File: src/rtl/id_issue_stage.sv
// Decode/issue stage of a 5-stage MIPS32 pipeline: decodes a logic/shift subset, resolves
// bypassed operands, and owns the ID/EX register with a valid/ready handshake and load-use interlock.
module id_issue_stage #(
    parameter int DATA_W  = 32,
    parameter int NUM_FWD = 2,
    parameter int CNT_W   = 16
) (
    input  logic                      clk,
    input  logic                      rst,
    input  logic                      in_valid,
    output logic                      in_ready,
    input  logic [31:0]               in_pc,
    input  logic [31:0]               in_inst,
    output logic                      re1,
    output logic                      re2,
    output logic [4:0]                readAddr1,
    output logic [4:0]                readAddr2,
    input  logic [DATA_W-1:0]         regData1,
    input  logic [DATA_W-1:0]         regData2,
    input  logic [NUM_FWD-1:0]        fwd_wReg,
    input  logic [5*NUM_FWD-1:0]      fwd_wAddr,
    input  logic [DATA_W*NUM_FWD-1:0] fwd_wData,
    input  logic                      ex_load,
    input  logic [4:0]                ex_load_addr,
    output logic                      out_valid,
    input  logic                      out_ready,
    output logic [31:0]               out_pc,
    output logic [7:0]                aluOp,
    output logic [DATA_W-1:0]         opNum1,
    output logic [DATA_W-1:0]         opNum2,
    output logic                      writeReg,
    output logic [4:0]                writeAddr,
    output logic                      illegal,
    output logic [CNT_W-1:0]          stall_cnt
);

    localparam logic [7:0] EXE_NOP_OP = 8'h00;
    localparam logic [7:0] EXE_OR_OP  = 8'h25;
    localparam logic [7:0] EXE_AND_OP = 8'h24;
    localparam logic [7:0] EXE_XOR_OP = 8'h26;
    localparam logic [7:0] EXE_NOR_OP = 8'h27;
    localparam logic [7:0] EXE_SLL_OP = 8'h7C;
    localparam logic [7:0] EXE_SRL_OP = 8'h02;
    localparam logic [7:0] EXE_SRA_OP = 8'h03;

    localparam logic [5:0] OP_SPECIAL = 6'b000000;
    localparam logic [5:0] OP_ANDI    = 6'b001100;
    localparam logic [5:0] OP_ORI     = 6'b001101;
    localparam logic [5:0] OP_XORI    = 6'b001110;
    localparam logic [5:0] OP_LUI     = 6'b001111;

    logic [5:0]  opcode, funct;
    logic [4:0]  rs, rt, rd, shamt;
    logic [15:0] imm16;

    assign opcode = in_inst[31:26];
    assign rs     = in_inst[25:21];
    assign rt     = in_inst[20:16];
    assign rd     = in_inst[15:11];
    assign shamt  = in_inst[10:6];
    assign funct  = in_inst[5:0];
    assign imm16  = in_inst[15:0];

    logic              dec_re1, dec_re2, dec_wreg, dec_illegal;
    logic [4:0]        dec_waddr;
    logic [7:0]        dec_op;
    logic [DATA_W-1:0] dec_imm1, dec_imm2;

    always_comb begin
        dec_op      = EXE_NOP_OP;
        dec_re1     = 1'b0;
        dec_re2     = 1'b0;
        dec_wreg    = 1'b0;
        dec_waddr   = 5'd0;
        dec_imm1    = '0;
        dec_imm2    = '0;
        dec_illegal = 1'b0;
        if (in_inst != 32'd0) begin
            unique case (opcode)
                OP_ORI, OP_ANDI, OP_XORI, OP_LUI: begin
                    dec_re1   = 1'b1;
                    dec_wreg  = 1'b1;
                    dec_waddr = rt;
                    dec_imm2  = DATA_W'(imm16);
                    unique case (opcode)
                        OP_ANDI: dec_op = EXE_AND_OP;
                        OP_XORI: dec_op = EXE_XOR_OP;
                        OP_LUI: begin
                            dec_op   = EXE_OR_OP;
                            dec_imm2 = DATA_W'({imm16, 16'h0000});
                        end
                        default: dec_op = EXE_OR_OP;
                    endcase
                end
                OP_SPECIAL: begin
                    // Register-register forms need shamt=0; immediate shifts need rs=0.
                    if (shamt == 5'd0 && (funct == 6'b100101 || funct == 6'b100100 ||
                        funct == 6'b100110 || funct == 6'b100111 || funct == 6'b000100 ||
                        funct == 6'b000110 || funct == 6'b000111)) begin
                        dec_re1   = 1'b1;
                        dec_re2   = 1'b1;
                        dec_wreg  = 1'b1;
                        dec_waddr = rd;
                        unique case (funct)
                            6'b100101: dec_op = EXE_OR_OP;
                            6'b100100: dec_op = EXE_AND_OP;
                            6'b100110: dec_op = EXE_XOR_OP;
                            6'b100111: dec_op = EXE_NOR_OP;
                            6'b000100: dec_op = EXE_SLL_OP;
                            6'b000110: dec_op = EXE_SRL_OP;
                            default:   dec_op = EXE_SRA_OP;
                        endcase
                    end else if (rs == 5'd0 && (funct == 6'b000000 || funct == 6'b000010 ||
                                 funct == 6'b000011)) begin
                        dec_re2   = 1'b1;
                        dec_wreg  = 1'b1;
                        dec_waddr = rd;
                        dec_imm1  = DATA_W'(shamt);
                        unique case (funct)
                            6'b000000: dec_op = EXE_SLL_OP;
                            6'b000010: dec_op = EXE_SRL_OP;
                            default:   dec_op = EXE_SRA_OP;
                        endcase
                    end else begin
                        dec_illegal = 1'b1;
                    end
                end
                default: dec_illegal = 1'b1;
            endcase
        end
    end

    assign re1       = dec_re1;
    assign re2       = dec_re2;
    assign readAddr1 = rs;
    assign readAddr2 = rt;

    // $0 wins over any bypass; otherwise the lowest-index (youngest) matching source wins.
    function automatic logic [DATA_W-1:0] resolve(
        input logic [4:0]                addr,
        input logic [DATA_W-1:0]         rdata,
        input logic [NUM_FWD-1:0]        wreg,
        input logic [5*NUM_FWD-1:0]      waddr,
        input logic [DATA_W*NUM_FWD-1:0] wdata
    );
        logic [DATA_W-1:0] r;
        r = rdata;
        for (int i = NUM_FWD - 1; i >= 0; i--) begin
            if (wreg[i] && waddr[5*i +: 5] == addr) r = wdata[DATA_W*i +: DATA_W];
        end
        if (addr == 5'd0) r = '0;
        return r;
    endfunction

    logic [DATA_W-1:0] src1, src2;
    logic              hazard, adv, accept;

    assign src1 = dec_re1 ? resolve(rs, regData1, fwd_wReg, fwd_wAddr, fwd_wData) : dec_imm1;
    assign src2 = dec_re2 ? resolve(rt, regData2, fwd_wReg, fwd_wAddr, fwd_wData) : dec_imm2;

    assign hazard = in_valid && ex_load && (ex_load_addr != 5'd0) &&
                    ((dec_re1 && rs == ex_load_addr) || (dec_re2 && rt == ex_load_addr));

    logic              out_valid_q, out_valid_d;
    logic [31:0]       out_pc_q, out_pc_d;
    logic [7:0]        alu_op_q, alu_op_d;
    logic [DATA_W-1:0] op_num1_q, op_num1_d, op_num2_q, op_num2_d;
    logic              write_reg_q, write_reg_d;
    logic [4:0]        write_addr_q, write_addr_d;
    logic              illegal_q, illegal_d;
    logic [CNT_W-1:0]  stall_cnt_q, stall_cnt_d;

    assign adv      = !out_valid_q || out_ready;
    assign in_ready = adv && !hazard;
    assign accept   = in_valid && in_ready;

    always_comb begin
        out_valid_d  = out_valid_q;
        out_pc_d     = out_pc_q;
        alu_op_d     = alu_op_q;
        op_num1_d    = op_num1_q;
        op_num2_d    = op_num2_q;
        write_reg_d  = write_reg_q;
        write_addr_d = write_addr_q;
        illegal_d    = illegal_q;
        if (adv) begin
            out_valid_d = accept;
            if (accept) begin
                out_pc_d     = in_pc;
                alu_op_d     = dec_op;
                op_num1_d    = src1;
                op_num2_d    = src2;
                write_reg_d  = dec_wreg;
                write_addr_d = dec_waddr;
                illegal_d    = dec_illegal;
            end
        end
        stall_cnt_d = stall_cnt_q;
        if (in_valid && !in_ready && stall_cnt_q != {CNT_W{1'b1}})
            stall_cnt_d = stall_cnt_q + CNT_W'(1);
    end

    always_ff @(posedge clk or negedge rst) begin
        if (!rst) begin
            out_valid_q  <= 1'b0;
            out_pc_q     <= 32'd0;
            alu_op_q     <= EXE_NOP_OP;
            op_num1_q    <= '0;
            op_num2_q    <= '0;
            write_reg_q  <= 1'b0;
            write_addr_q <= 5'd0;
            illegal_q    <= 1'b0;
            stall_cnt_q  <= '0;
        end else begin
            out_valid_q  <= out_valid_d;
            out_pc_q     <= out_pc_d;
            alu_op_q     <= alu_op_d;
            op_num1_q    <= op_num1_d;
            op_num2_q    <= op_num2_d;
            write_reg_q  <= write_reg_d;
            write_addr_q <= write_addr_d;
            illegal_q    <= illegal_d;
            stall_cnt_q  <= stall_cnt_d;
        end
    end

    assign out_valid = out_valid_q;
    assign out_pc    = out_pc_q;
    assign aluOp     = alu_op_q;
    assign opNum1    = op_num1_q;
    assign opNum2    = op_num2_q;
    assign writeReg  = write_reg_q;
    assign writeAddr = write_addr_q;
    assign illegal   = illegal_q;
    assign stall_cnt = stall_cnt_q;

endmodule

File: config.mk
export PLATFORM = sky130hd
export DESIGN_NAME = id_issue_stage
export DESIGN_NICKNAME = d
export VERILOG_FILES = /design/src/rtl/id_issue_stage.sv
export SDC_FILE = /design/constraint.sdc
export NUM_CORES = 1
export LEC_CHECK = 0
export ABC_AREA = 1
export ABC_CLOCK_PERIOD_IN_PS = 2300
export CAP_MARGIN = 10
export CORE_ASPECT_RATIO = 0.9
export CORE_MARGIN = 2
export CORE_UTILIZATION = 35
export CTS_BUF_LIST = sky130_fd_sc_hd__clkbuf_8
export DETAILED_ROUTE_END_ITERATION = 16
export DONT_BUFFER_PORTS = 1
export GPL_ROUTABILITY_DRIVEN = 0
export HOLD_SLACK_MARGIN = 0.15
export PLACE_DENSITY = 0.5
export SETUP_SLACK_MARGIN = 0.2
export SYNTH_ARGS = -nofsm -noshare
export SYNTH_HDL_FRONTEND = slang
export SYNTH_SLANG_ARGS = --single-unit
export TNS_END_PERCENT = 50
File: constraint.sdc
create_clock -name clk -period 2.3 [get_ports clk]
set_input_delay 0.46 -clock clk [delete_from_list [all_inputs] [get_ports clk]]
set_output_delay 0.46 -clock clk [all_outputs]
set_load 0.005 [all_outputs]
# Word-level counts from Yosys, hierarchy flattened

Cells that the tools add are included.

Input port bits: 214
Word-level logic and storage cells: 106
Output and inout port bits: 141
Register bits after elaboration: 128

Multiplexer cells: 39
Eq/ne operators: 20
Reduce and logical (&&, ||, !) cells: 37
$add $sub $neg: 1

Operators with widths:

| kind                                                                  | count |
|---|---|
| 32-bit 2-to-1 mux                                                     | 11 |
| 7-bit case mux with 6 select lines                                    | 1 |
| 5-bit 2-to-1 mux                                                      | 7 |
| 32-bit nonzero test                                                   | 1 |
| 5-bit equality test                                                   | 6 |
| 6-bit by 4-bit equality test with 1-bit output, second input constant | 4 |
| 6-bit equality test, second input constant                            | 4 |
| 6-bit by 3-bit equality test with 1-bit output, second input constant | 3 |
| 16-bit by 1-bit adder with 16-bit output, second input constant       | 1 |
| 8-bit 2-to-1 mux                                                      | 2 |
| 16-bit != test, second input constant                                 | 1 |
| 8-bit case mux with 2 select lines                                    | 1 |
| 1-bit logical AND                                                     | 15 |
| 5-bit logical NOT                                                     | 3 |
| 7-bit case mux with 2 select lines                                    | 1 |
| 6-bit by 2-bit equality test with 1-bit output, second input constant | 2 |
| 6-bit logical NOT                                                     | 2 |
| 1-bit logical OR                                                      | 10 |
| 1-bit 2-to-1 mux                                                      | 10 |
| 5-bit case mux with 2 select lines                                    | 1 |
| 7-bit 2-to-1 mux                                                      | 1 |
| 1-bit case mux with 2 select lines                                    | 3 |
| 5-bit nonzero test                                                    | 1 |
| 2-bit case mux with 2 select lines                                    | 1 |
| 3 further kinds                                                       | 5 |

# Longest topological paths before layout

Depth in word-level cells: 19
Mapped depth: 14
Depth with buffers taken out: 13

# Least setup slack after synthesis

No wires, ideal clock.

Path kind: input to output
Start point: input port in_inst[4]
End point: output port in_ready
Stages on the path: 11
Slack: 124 ps
Path buffers: 1
Data arrival time: 1,716 ps
Required time: 1,840 ps
Path through: inv_1 > nand3_1 > nor2_1 > nand2_2 > o21ai_4 > nand2_1 > nand2_1 > nand2_4 > nand2_4 > buf_2 > inv_1

Word-level cells in the longest chain between the ends: 16
Elaborated cells between the ends (all ways): 34
Classes of those cells: 9 x eq/ne; 7 x mux; 18 x reduce/logical

Ends and longest elaborated chain:

| element                            | RTL line | source |
|---|---|---|
| start, declared                    | 13       | `input logic [31:0] in_inst,` |
| 6-bit equality test                | 97       | `if (shamt == 5'd0 && (funct == 6'b100101 \|\| funct == 6'b100100 \|\|` |
| 1-bit logical OR (2 in a row)      | 97       |  |
| 1-bit logical OR (3 in a row)      | 98       | `funct == 6'b100110 \|\| funct == 6'b100111 \|\| funct == 6'b000100 \|\|` |
| 1-bit logical OR                   | 99       | `funct == 6'b000110 \|\| funct == 6'b000111)) begin` |
| 1-bit logical AND                  | 97       |  |
| 1-bit 2-to-1 mux                   | 97       |  |
| 1-bit case mux with 2 select lines | 79       | `unique case (opcode)` |
| 1-bit 2-to-1 mux (*)               | 78       | `if (in_inst != 32'd0) begin` |
| named net re1                      | 14       | `output logic re1,` |
| 1-bit logical AND (*)              | 162      | `((dec_re1 && rs == ex_load_addr) \|\| (dec_re2 && rt == ex_load_addr));` |
| 1-bit logical OR (*)               | 162      |  |
| 1-bit logical AND (*)              | 161      | `assign hazard = in_valid && ex_load && (ex_load_addr != 5'd0) &&` |
| 1-bit logical NOT (*)              | 174      | `assign in_ready = adv && !hazard;` |
| 1-bit logical AND (*)              | 174      |  |
| end, declared                      | 11       | `output logic in_ready,` |

Mark *: on every way through the listed nets, which the timed path passes. The rest lies on a longest branch.

# Worst setup path in the final report

Start point: input port in_inst[26]
End point: output port in_ready

Word-level cells in the longest chain between the ends: 9
Elaborated cells between the ends (all ways): 17
Classes of those cells: 4 x eq/ne; 4 x mux; 9 x reduce/logical

Ends and longest elaborated chain:

| element                                        | RTL line |
|---|---|
| 6-bit by 4-bit equality test with 1-bit output | 79 |
| 4-bit OR reduction                             | 79 |
| 1-bit case mux with 2 select lines             | 79 |
| 1-bit 2-to-1 mux                               | 78 |
| 1-bit logical AND                              | 162 |
| 1-bit logical OR (*)                           | 162 |
| 1-bit logical AND (*)                          | 161 |
| 1-bit logical NOT (*)                          | 174 |
| 1-bit logical AND (*)                          | 174 |

Every way passes the cells marked *; elsewhere a longest branch is shown, timed or not.

==> key figures <==
Drt
  – Post-Route WL: 38.8 mm
  – DRC viols: 0
  – Post-DR wirelength/cell: 22.3 um
  – First-iteration detailed-routing DRC count: 931
  – Post-detailed-route via-to-cell ratio: 5.60
  – Number of iterations in the first detailed-routing pass: 8
  – Total via count in the routed design: 9,723
  – Remaining number of nets flagged by the antenna check after routing: 0

Finish
  – Ratio of cells with drive above 1 in the final layout: 11.8%
  – Layout Nets: 1,603
  – Post-synthesis to final-layout area growth: 16.7%
  – N_diodes: 0
  – Finished Layout Cells: 1,737
  – Number of filler instances in the final layout: 2,686

Floorplan
  – Starting utilization of the core area: 35.9%
  – Overall die area: 26,400 um2
  – Floorplan core area: 24,500 um2
  – Y dimension of the die: 154 um
  – X dimension of the die: 171 um
  – Number of top-level pins: 355
  – Number of placement rows: 54

CTS
  – Hold buffers post-CTS: 32
  – Num Clock Sinks: 124
  – TritonCTS clock tree: yes
  – Deepest clock path buffer count: 2
  – Num CTS Buffers: 17
  – Clock-pin transition on the worst setup and hold timing paths: 100 ps
  – Cell at the root of the clock tree: sky130_fd_sc_hd__clkbuf_8
  – H-Tree Level Count: 4
  – Later-pin clock latency in the skew report: 460 ps

Synth
  – Synthesized area per cell: 6.39 um2
  – Number of flops mapped to enable cells by yosys: 0
  – Syn nets: 1,589
  – Portion of the post-synthesis area used by sequential elements: 35.3%
  – Synth async-reset ratio: 100%
  – Prevailing post-synth register cell: sky130_fd_sc_hd__dfrtp_1
  – Most area-hungry cell type in the Yosys netlist: sky130_fd_sc_hd__dfrtp_1
  – Number of cells produced by synthesis: 1,374
  – Total standard cell area after synthesis: 8780 um2
  – Seq cells post-synth: 124
  – Share of the synthesized area in the top cell type: 35.3%
  – Synth top area cells: sky130_fd_sc_hd__dfrtp_1 (35%), sky130_fd_sc_hd__nand2_1 (22%), sky130_fd_sc_hd__nand4_1 (13%)
  – Total number of yosys warnings: 0
  – Number of unique standard cell types used by synthesis: 30

Run
  – Max-cap viol count: 0

Worst setup path
  – Launching element type of the critical path: primary input
  – Crit path capture type: primary output
  – CP Data Arrival Time: 1590 ps
  – Data required time of the worst path: 1840 ps
  – Kind of critical path: primary input to primary output
  – Maximum fanout along the worst path: 7

STA
  – Maximum clock frequency: 0.487 GHz
  – Hold Vio Cnt, Final: 124
  – Period utilization: 89.2%
  – Unrepaired setup endpoints after global routing: true
  – Clock period minus final worst setup slack: 2050 ps
  – Clock Skew: 14.3 ps
  – Number of max-slew violations in the final report: 0
  – Setup TNS: 0 ps
  – Worst Hold Margin: -318 ps
  – Finish-stage setup viols: 0

Power and ir drop
  – Total power divided by cell area: 531 nW/um2
  – IR drop worst, VDD: 0.000349 V
  – Leakage Power: 5.39 nW

Global routing
  – Number of antenna violations at the first check in global routing: 0
  – Pin count of the biggest net entering global routing: 125
  – Tot GR Track Use: 29.0%
  – Wire length of the first global-routing pass: 58.6 mm
  – Total congestion overflow after global routing: 0
  – Vias in the first global route: 9,435

Status
  – Outcome: complete, but fails checks
  – Violated checks: hold timing

Placed design
  – HPWL reported at the end of detailed placement: 28.4 mm
  – Placed cell count: 1,666
  – Total of buffers placed on input and output ports: 0

Hold path
  – Hold WC Path Type: primary input to asynchronous set/reset pin
through the flow:
| stage | total power, W | util [%] | worst slack, ps | hold WS, ps | cell area (um2) |
|---|---|---|---|---|---|
| after floorplan | 0.00308 | - | 202 | 164 | 8800 |
| after global placement | 0.00334 | 38.6 | -175 | 167 | 9430 |
| after detailed placement | 0.00334 | 38.6 | -167 | 167 | 9430 |
| final | 0.00545 | 41.9 | 248 | -318 | 10300 |
| after CTS | 0.00547 | 41.6 | 128 | -344 | 10200 |
| after global routing | 0.00569 | 41.9 | 141 | -340 | 10300 |
state kept, by name (all words and copies together), names as in the netlist:
signal     count
aluOp          4
illegal        1
opNum1        32
opNum2        32
out_pc        32
out_valid      1
stall_cnt     16
writeAddr      5
writeReg       1
cell usage in the layout, fill, tap and decap left out, types with 2 or more instances in the layout:
cell	instances
sky130_fd_sc_hd__xnor2_1	13
sky130_fd_sc_hd__nor3_1	7
sky130_fd_sc_hd__clkinvlp_4	2
sky130_fd_sc_hd__xor2_1	5
sky130_fd_sc_hd__nand3_2	2
sky130_fd_sc_hd__dfrtp_2	2
sky130_fd_sc_hd__buf_4	58
sky130_fd_sc_hd__dlygate4sd3_1	32
sky130_fd_sc_hd__buf_12	15
sky130_fd_sc_hd__inv_1	51
sky130_fd_sc_hd__dfrtp_1	122
sky130_fd_sc_hd__nand2_1	507
sky130_fd_sc_hd__inv_8	3
sky130_fd_sc_hd__clkinv_8	2
sky130_fd_sc_hd__nand4_1	178
sky130_fd_sc_hd__nand2_4	3
sky130_fd_sc_hd__or2_2	27
sky130_fd_sc_hd__o21ai_0	9
sky130_fd_sc_hd__inv_2	5
sky130_fd_sc_hd__a21oi_1	2
sky130_fd_sc_hd__nor2_2	10
sky130_fd_sc_hd__nor2_4	3
sky130_fd_sc_hd__inv_6	6
sky130_fd_sc_hd__clkbuf_8	17
sky130_fd_sc_hd__nor2_1	149
sky130_fd_sc_hd__o22ai_1	5
sky130_fd_sc_hd__nand2_2	3
sky130_fd_sc_hd__nand3_1	151
where the power goes:
part	internal [W]	switching (W)	leakage (nW)
clock	0.000915	0.00116	0.200
sequential	0.00232	0.000152	1.66
combinational	0.000332	0.000562	3.53
what timing repair did:
item | in CTS | in global routing
pin swaps | 2 | 5
setup endpoints to repair | 2 | 11
setup buffers | 2 | 5
gates resized for setup | 3 | 10
hold endpoints to repair | 156 | 124
per-layer routing:
metal,track usage (%),vias up,part of all wire (%)
li1,-,4566,-
met5,0,-,0
met3,9.67,76,12
met1,38.6,4579,41
met4,9.77,0,3.3
met2,44.1,502,43
worst max-delay path, cell delays in order:
cell and delay, ps:
sky130_fd_sc_hd__inv_1 70, sky130_fd_sc_hd__nand2_1 80, sky130_fd_sc_hd__buf_4 150, sky130_fd_sc_hd__nor2_4 80
sky130_fd_sc_hd__buf_4 110, sky130_fd_sc_hd__nand2_1 50, sky130_fd_sc_hd__nor2_1 90, sky130_fd_sc_hd__nand2_1 90
sky130_fd_sc_hd__nand4_1 110, sky130_fd_sc_hd__nand2_2 70, sky130_fd_sc_hd__nand2_4 100, sky130_fd_sc_hd__nand2_8 80
sky130_fd_sc_hd__inv_4 60
synth_stat cells, types with 2 or more instances:
cell type,n
sky130_fd_sc_hd__nand2_1,510
sky130_fd_sc_hd__nand4_1,178
sky130_fd_sc_hd__nor2_1,159
sky130_fd_sc_hd__nand3_1,153
sky130_fd_sc_hd__dfrtp_1,124
sky130_fd_sc_hd__clkbuf_1,63
sky130_fd_sc_hd__inv_1,53
sky130_fd_sc_hd__or2_2,27
sky130_fd_sc_hd__buf_2,17
sky130_fd_sc_hd__buf_1,14
sky130_fd_sc_hd__buf_4,14
sky130_fd_sc_hd__xnor2_1,13
sky130_fd_sc_hd__o21ai_0,9
sky130_fd_sc_hd__nor3_1,7
sky130_fd_sc_hd__o22ai_1,5
sky130_fd_sc_hd__xor2_1,5
sky130_fd_sc_hd__inv_2,4
sky130_fd_sc_hd__buf_6,3
sky130_fd_sc_hd__a21oi_1,2
sky130_fd_sc_hd__nand2_2,2
sky130_fd_sc_hd__nand2_4,2
sky130_fd_sc_hd__nor2_2,2
final timing paths:
path	startpoint	endpoint	slack [ps]	cells past startpoint
max	in_inst[26]	in_ready	250	13
min	rst	opNum1[27]$_DFFE_PN0P_	-320	0
max reg2reg	stall_cnt[0]$_DFFE_PN0P_	stall_cnt[9]$_DFFE_PN0P_	400	9
min reg2reg	out_pc[5]$_DFFE_PN0P_	out_pc[5]$_DFFE_PN0P_	510	2
max in group asynchronous	rst	stall_cnt[0]$_DFFE_PN0P_	2330	0
min in group clk	in_valid	opNum1[2]$_DFFE_PN0P_	160	2
final cells by class:
class	count	area, um2	share of cell area [%]
Clock inverter	15	173	1.68
Inverter	58	220	2.15
Tap cell	336	420	4.10
Multi-Input combinational cell	1081	5030	49.1
Sequential cell	124	3110	30.3
Clock buffer	17	234	2.28
Timing Repair Buffer	106	1070	10.4
logic make-up after synthesis:
group / after synthesis / share of synthesized area (%)
AO/OA/AOI/OAI: 19 / 1.30
buffers and inverters: 169 / 8.32
adder cells (fa/ha/maj): 1 / 0.142
XOR/XNOR: 18 / 1.79
flip-flops: 124 / 35.3
AND/OR/NAND/NOR: 1042 / 53.1
other: 1 / 0.0427
(Power assumes the default switching activity.)
